## config.mk

```make
export PLATFORM = sky130hd
export DESIGN_NAME = ddr3_app_arbiter
export DESIGN_NICKNAME = d
export VERILOG_FILES = /design/src/rtl/ddr3_app_arbiter.sv
export SDC_FILE = /design/constraint.sdc
export NUM_CORES = 1
export LEC_CHECK = 0
export CAP_MARGIN = 20
export CORE_AREA = 4 4 255 257
export DETAILED_ROUTE_END_ITERATION = 8
export DIE_AREA = 0 0 259 261
export DONT_BUFFER_PORTS = 1
export PLACE_DENSITY = 0.3
export SYNTH_ARGS = -nofsm -noshare
export SYNTH_HDL_FRONTEND = slang
export SYNTH_SLANG_ARGS = --single-unit
export TNS_END_PERCENT = 5
```

## constraint.sdc

```tcl
create_clock -name ui_clk -period 3.1 [get_ports ui_clk]
set_input_delay 0.93 -clock ui_clk [delete_from_list [all_inputs] [get_ports ui_clk]]
set_output_delay 0.93 -clock ui_clk [all_outputs]
set_load 0.02 [all_outputs]
```

## src/rtl/ddr3_app_arbiter.sv

```systemverilog
// Shares the MIG app interface between a write and a read requester with round-robin bursts.
// Zero-cycle accept inside a granted state; reads limited to RD_MAX in flight, returned in order.
module ddr3_app_arbiter #(
  parameter int ADDR_W    = 33,
  parameter int DATA_W    = 128,
  parameter int BURST_MAX = 16,
  parameter int RD_MAX    = 16
) (
  input  logic                ui_clk,
  input  logic                rst_n,
  input  logic                init_calib_complete,
  input  logic                w_valid,
  input  logic [ADDR_W-1:0]   w_addr,
  input  logic [DATA_W-1:0]   w_data,
  input  logic [DATA_W/8-1:0] w_mask,
  output logic                w_ready,
  input  logic                r_valid,
  input  logic [ADDR_W-1:0]   r_addr,
  output logic                r_ready,
  output logic [DATA_W-1:0]   r_data,
  output logic                r_data_valid,
  input  logic                app_rdy,
  output logic                app_en,
  output logic [2:0]          app_cmd,
  output logic [ADDR_W-1:0]   app_addr,
  input  logic                app_wdf_rdy,
  output logic [DATA_W-1:0]   app_wdf_data,
  output logic [DATA_W/8-1:0] app_wdf_mask,
  output logic                app_wdf_wren,
  output logic                app_wdf_end,
  input  logic [DATA_W-1:0]   app_rd_data,
  input  logic                app_rd_data_valid
);

  localparam int BW = $clog2(BURST_MAX + 1);
  localparam int RW = $clog2(RD_MAX + 1);
  localparam logic [BW-1:0] BURST_LIM = BW'(BURST_MAX);
  localparam logic [RW-1:0] RD_LIM    = RW'(RD_MAX);

  typedef enum logic [1:0] {IDLE, WRITE, READ} state_t;

  state_t        state_q, state_d;
  logic          last_rd_q, last_rd_d;
  logic [BW-1:0] burst_cnt_q, burst_cnt_d;
  logic [RW-1:0] rd_cnt_q, rd_cnt_d;
  logic          burst_done, rd_full, w_acc, r_acc, rd_ret;

  always_comb begin
    burst_done = (burst_cnt_q == BURST_LIM);
    rd_full    = (rd_cnt_q == RD_LIM);
    w_ready    = 1'b0;
    r_ready    = 1'b0;
    // A side at its burst limit stops accepting once the other side is waiting,
    // which produces the single dead cycle of a switch.
    if (init_calib_complete) begin
      if (state_q == WRITE) w_ready = app_rdy & app_wdf_rdy & ~(burst_done & r_valid);
      if (state_q == READ)  r_ready = app_rdy & ~rd_full & ~(burst_done & w_valid);
    end
    w_acc = w_valid & w_ready;
    r_acc = r_valid & r_ready;

    app_en       = w_acc | r_acc;
    app_cmd      = (state_q == READ) ? 3'b001 : 3'b000;
    app_addr     = (state_q == READ) ? r_addr : w_addr;
    app_wdf_data = w_data;
    app_wdf_mask = w_mask;
    app_wdf_wren = w_acc;
    app_wdf_end  = w_acc;
    r_data       = app_rd_data;
    r_data_valid = app_rd_data_valid;

    state_d = state_q;
    if (!init_calib_complete) begin
      state_d = IDLE;
    end else begin
      unique case (state_q)
        IDLE: begin
          if (w_valid && (!r_valid || last_rd_q)) state_d = WRITE;
          else if (r_valid)                       state_d = READ;
        end
        WRITE: begin
          if (r_valid && (!w_valid || burst_done)) state_d = READ;
          else if (!w_valid && !r_valid)           state_d = IDLE;
        end
        READ: begin
          if (w_valid && (!r_valid || burst_done || rd_full)) state_d = WRITE;
          else if (!w_valid && !r_valid)                      state_d = IDLE;
        end
        default: state_d = IDLE;
      endcase
    end

    last_rd_d = last_rd_q;
    if (state_d != state_q && state_d != IDLE) last_rd_d = (state_d == READ);

    burst_cnt_d = burst_cnt_q;
    if (state_d != state_q)        burst_cnt_d = '0;
    else if (app_en && !burst_done) burst_cnt_d = burst_cnt_q + BW'(1);

    // Returns with nothing outstanding (e.g. stale data after reset) are not counted.
    rd_ret   = app_rd_data_valid & (rd_cnt_q != '0);
    rd_cnt_d = rd_cnt_q;
    unique case ({r_acc, rd_ret})
      2'b10:   rd_cnt_d = rd_cnt_q + RW'(1);
      2'b01:   rd_cnt_d = rd_cnt_q - RW'(1);
      default: rd_cnt_d = rd_cnt_q;
    endcase
  end

  always_ff @(posedge ui_clk) begin
    if (!rst_n) begin
      state_q     <= IDLE;
      last_rd_q   <= 1'b1;
      burst_cnt_q <= '0;
      rd_cnt_q    <= '0;
    end else begin
      state_q     <= state_d;
      last_rd_q   <= last_rd_d;
      burst_cnt_q <= burst_cnt_d;
      rd_cnt_q    <= rd_cnt_d;
    end
  end

endmodule
```

==> impl_metrics.tcl <==
set metrics [dict create \
    outcome "finished clean" \
    hold_viol 0 \
    reg2reg_from "burst_cnt_q[0]$_SDFFE_PP0P_" \
    synth_edf_count 0 \
    die_area_um2 67600 \
    ios 660 \
    worstHoldEndpoint "burst_cnt_q[0]$_SDFFE_PP0P_" \
    wl_per_cell_um 19.6 \
    ir_drop_mv 0.120 \
    powerDensity_nw_per_um2 216 \
    hpwlAfterDp_mm 18.0 \
    numCtsBuffers 3 \
    drt-pass1-iter-count 6 \
    fin_area_um2 2530 \
    crit_path_start_kind "flop" \
    post-place-cells 1001 \
    multi_input_area_um2 1030 \
    wirelength_mm 19.7 \
    holdBufCountCts 0 \
    num_antenna_cells 0 \
    area_growth_pct -25.5 \
    power.total_mw 0.548 \
    fin_cells 1005 \
    min_path_cells 2 \
    start_util 0.0542 \
    ys_types 40 \
    critPathMaxFanout 4 \
    final_nets 513 \
    place_ws_ns 0.0498 \
    drc_errors 0 \
    fillers 7442 \
    cap_violations 0 \
    vias_per_cell 1.84 \
    track_usage 0.0523 \
    worst_ep_required_time_ns 3.28 \
    grt-ovfl-total 0 \
    worstMarginPinSlew_ns 0.537 \
    p_leak_nw 0.557 \
    synth_area_leaders "buf_4 61%, mux2_2 11%, dfxtp_1 7.6%, ha_1 2.2%, a21oi_1 1.9%" \
    cts_resized 0 \
    cts-root-buf "clkbuf_16" \
    core_um2 62700 \
    yosysWarnings 0 \
    skew_ns 0.00797 \
    fp-row-count 92 \
    clock-sinks 13 \
    endpoint_kind "flop" \
    r2r-end "rd_cnt_q[4]$_SDFFE_PN0P_" \
    synth_top_area_share 0.611 \
    rrSetupSlack_ns 0.20 \
    cts_setup_buffers 0 \
    period_minus_slack_ns 2.90 \
    grt_pass1_wl_mm 21.9 \
    final_core_util 0.0404 \
    ys_top_cells_by_count "277 x buf_4, 33 x mux2_2, 13 x a21oi_1, 13 x dfxtp_1, 12 x o21ai_0" \
    path_class "reg2reg" \
    dieWidth_um 259 \
    timing.fmax_mhz 345 \
    finalWeightedCongestion 0.656 \
    cts.reportedPaths.clkPinSlew_ns 0.05 \
    dr.first_iter.drc_count 48 \
    worstRegToRegCells 13 \
    cts_buffer_depth 2 \
    yosys_register_bits 13 \
    synthFlopType "dfxtp_1" \
    final_layout_size_suffix_gt1_frac 0.358 \
    placed_cell_area_um2 2440 \
    ant_nets 0 \
    worst_slack_ns 0.199 \
    clock_latency_ns 0.25 \
    min_from "burst_cnt_q[0]$_SDFFE_PP0P_" \
    die_h_um 261 \
    slew_viol_final 0 \
    port_buffers 0 \
    cp_data_arrival_time_ns 3.08 \
    synthArstFlopShare 0 \
    slew-limit-headroom 0.642 \
    avgSynthCellArea_um2 7.95 \
    grt_pass1_vias 1772 \
    fin_tns_setup_ns 0 \
    grt_max_degree 35 \
    antenna_found_initial 26 \
    cts_tree "done" \
    yosysSeqAreaShare 0.0765 \
    setup_violations 0 \
    holdWs_ns 0.517 \
    netlist_area_um2 3400 \
    htree_levels 1 \
    vias 1850 \
    synth_top_area_cell "buf_4" \
    rsz0062_at_grt "false" \
    seq_area_um2 260 \
    period_share 0.936 \
    hold_class "reg2reg" \
    synth.most_common_cell "buf_4" \
    syn_inst 428 \
]
## state kept, by name (all words and copies together), names as in the netlist
signal / count
last_rd_q: 1
burst_cnt_q: 5
state_q: 2
rd_cnt_q: 5
## critical path: stages, from the launching register on
cell,delay (ns)
dfxtp_1,0.36
inv_1,0.07
ha_1,0.22
nor4bb_1,0.15
buf_4,0.14
a211oi_2,0.23
nand3_1,0.14
ha_2,0.22
fa_1,0.41
a21o_1,0.21
a21oi_2,0.14
xor2_1,0.08
or3_1,0.30
a21boi_0,0.15
## cell type report
| type | count | area share |
|---|---|---|
| clock buffers | 3 | 0.0296 |
| multi-input cells | 125 | 0.406 |
| well taps | 846 | 0.418 |
| clock inverters | 1 | 0.00198 |
| repair buffers | 11 | 0.0326 |
| flip-flops and latches | 13 | 0.103 |
| inverters | 6 | 0.00889 |
## layer usage
layer  share of wire  GRT usage  vias to the layer above
met5               0          0                        -
met4           0.075     0.0327                        0
met3            0.25     0.0574                      128
met2            0.46     0.0872                      459
met1            0.21     0.0334                      687
li1                -          -                      576
## worst max-delay path by stage
| stage | startpoint | end | slack [ns] | depth (start not counted) |
|---|---|---|---|---|
| finish | burst_cnt_q[0]$_SDFFE_PP0P_ | rd_cnt_q[4]$_SDFFE_PN0P_ | 0.20 | 13 |
| floorplan | app_rdy | rd_cnt_q[4]$_SDFFE_PN0P_ | 0.22 | 10 |
| CTS | burst_cnt_q[0]$_SDFFE_PP0P_ | rd_cnt_q[4]$_SDFFE_PN0P_ | 0.04 | 13 |
| global placement | app_rdy | rd_cnt_q[4]$_SDFFE_PN0P_ | 0.09 | 10 |
| detailed placement | app_rdy | rd_cnt_q[4]$_SDFFE_PN0P_ | 0.05 | 10 |
| global route | burst_cnt_q[0]$_SDFFE_PP0P_ | rd_cnt_q[4]$_SDFFE_PN0P_ | 0.03 | 13 |
## kinds of logic after synthesis
family | Yosys count | synth area share
buf+inv | 291 | 0.627
compound gates | 41 | 0.0794
simple gates | 37 | 0.0651
mux | 34 | 0.112
flops | 13 | 0.0765
fa+ha+maj | 7 | 0.0280
xor+xnor | 4 | 0.0103
other cells | 1 | 0.00110
## where the power goes
| group | switching (mW) | internal, mW |
|---|---|---|
| Clock | 0.0780 | 0.172 |
| Combinational | 0.0827 | 0.0426 |
| Sequential | 0.00239 | 0.170 |
| Total | 0.163 | 0.385 |
## layout by cell type, fill, tap and decap left out, types with 2 or more instances in the layout
cell / instances
a21boi_0: 2
a21o_1: 2
a21oi_1: 12
and2_1: 5
buf_4: 11
clkbuf_16: 3
conb_1: 2
dfxtp_1: 13
ha_1: 5
inv_1: 6
mux2_2: 33
nand2_1: 7
nand3_1: 5
nand3b_1: 2
nor2_1: 4
o211ai_1: 2
o21ai_0: 12
or3_1: 5
xnor2_1: 2
xor2_1: 2
Note: power is estimated with default switching activity, not from simulation.
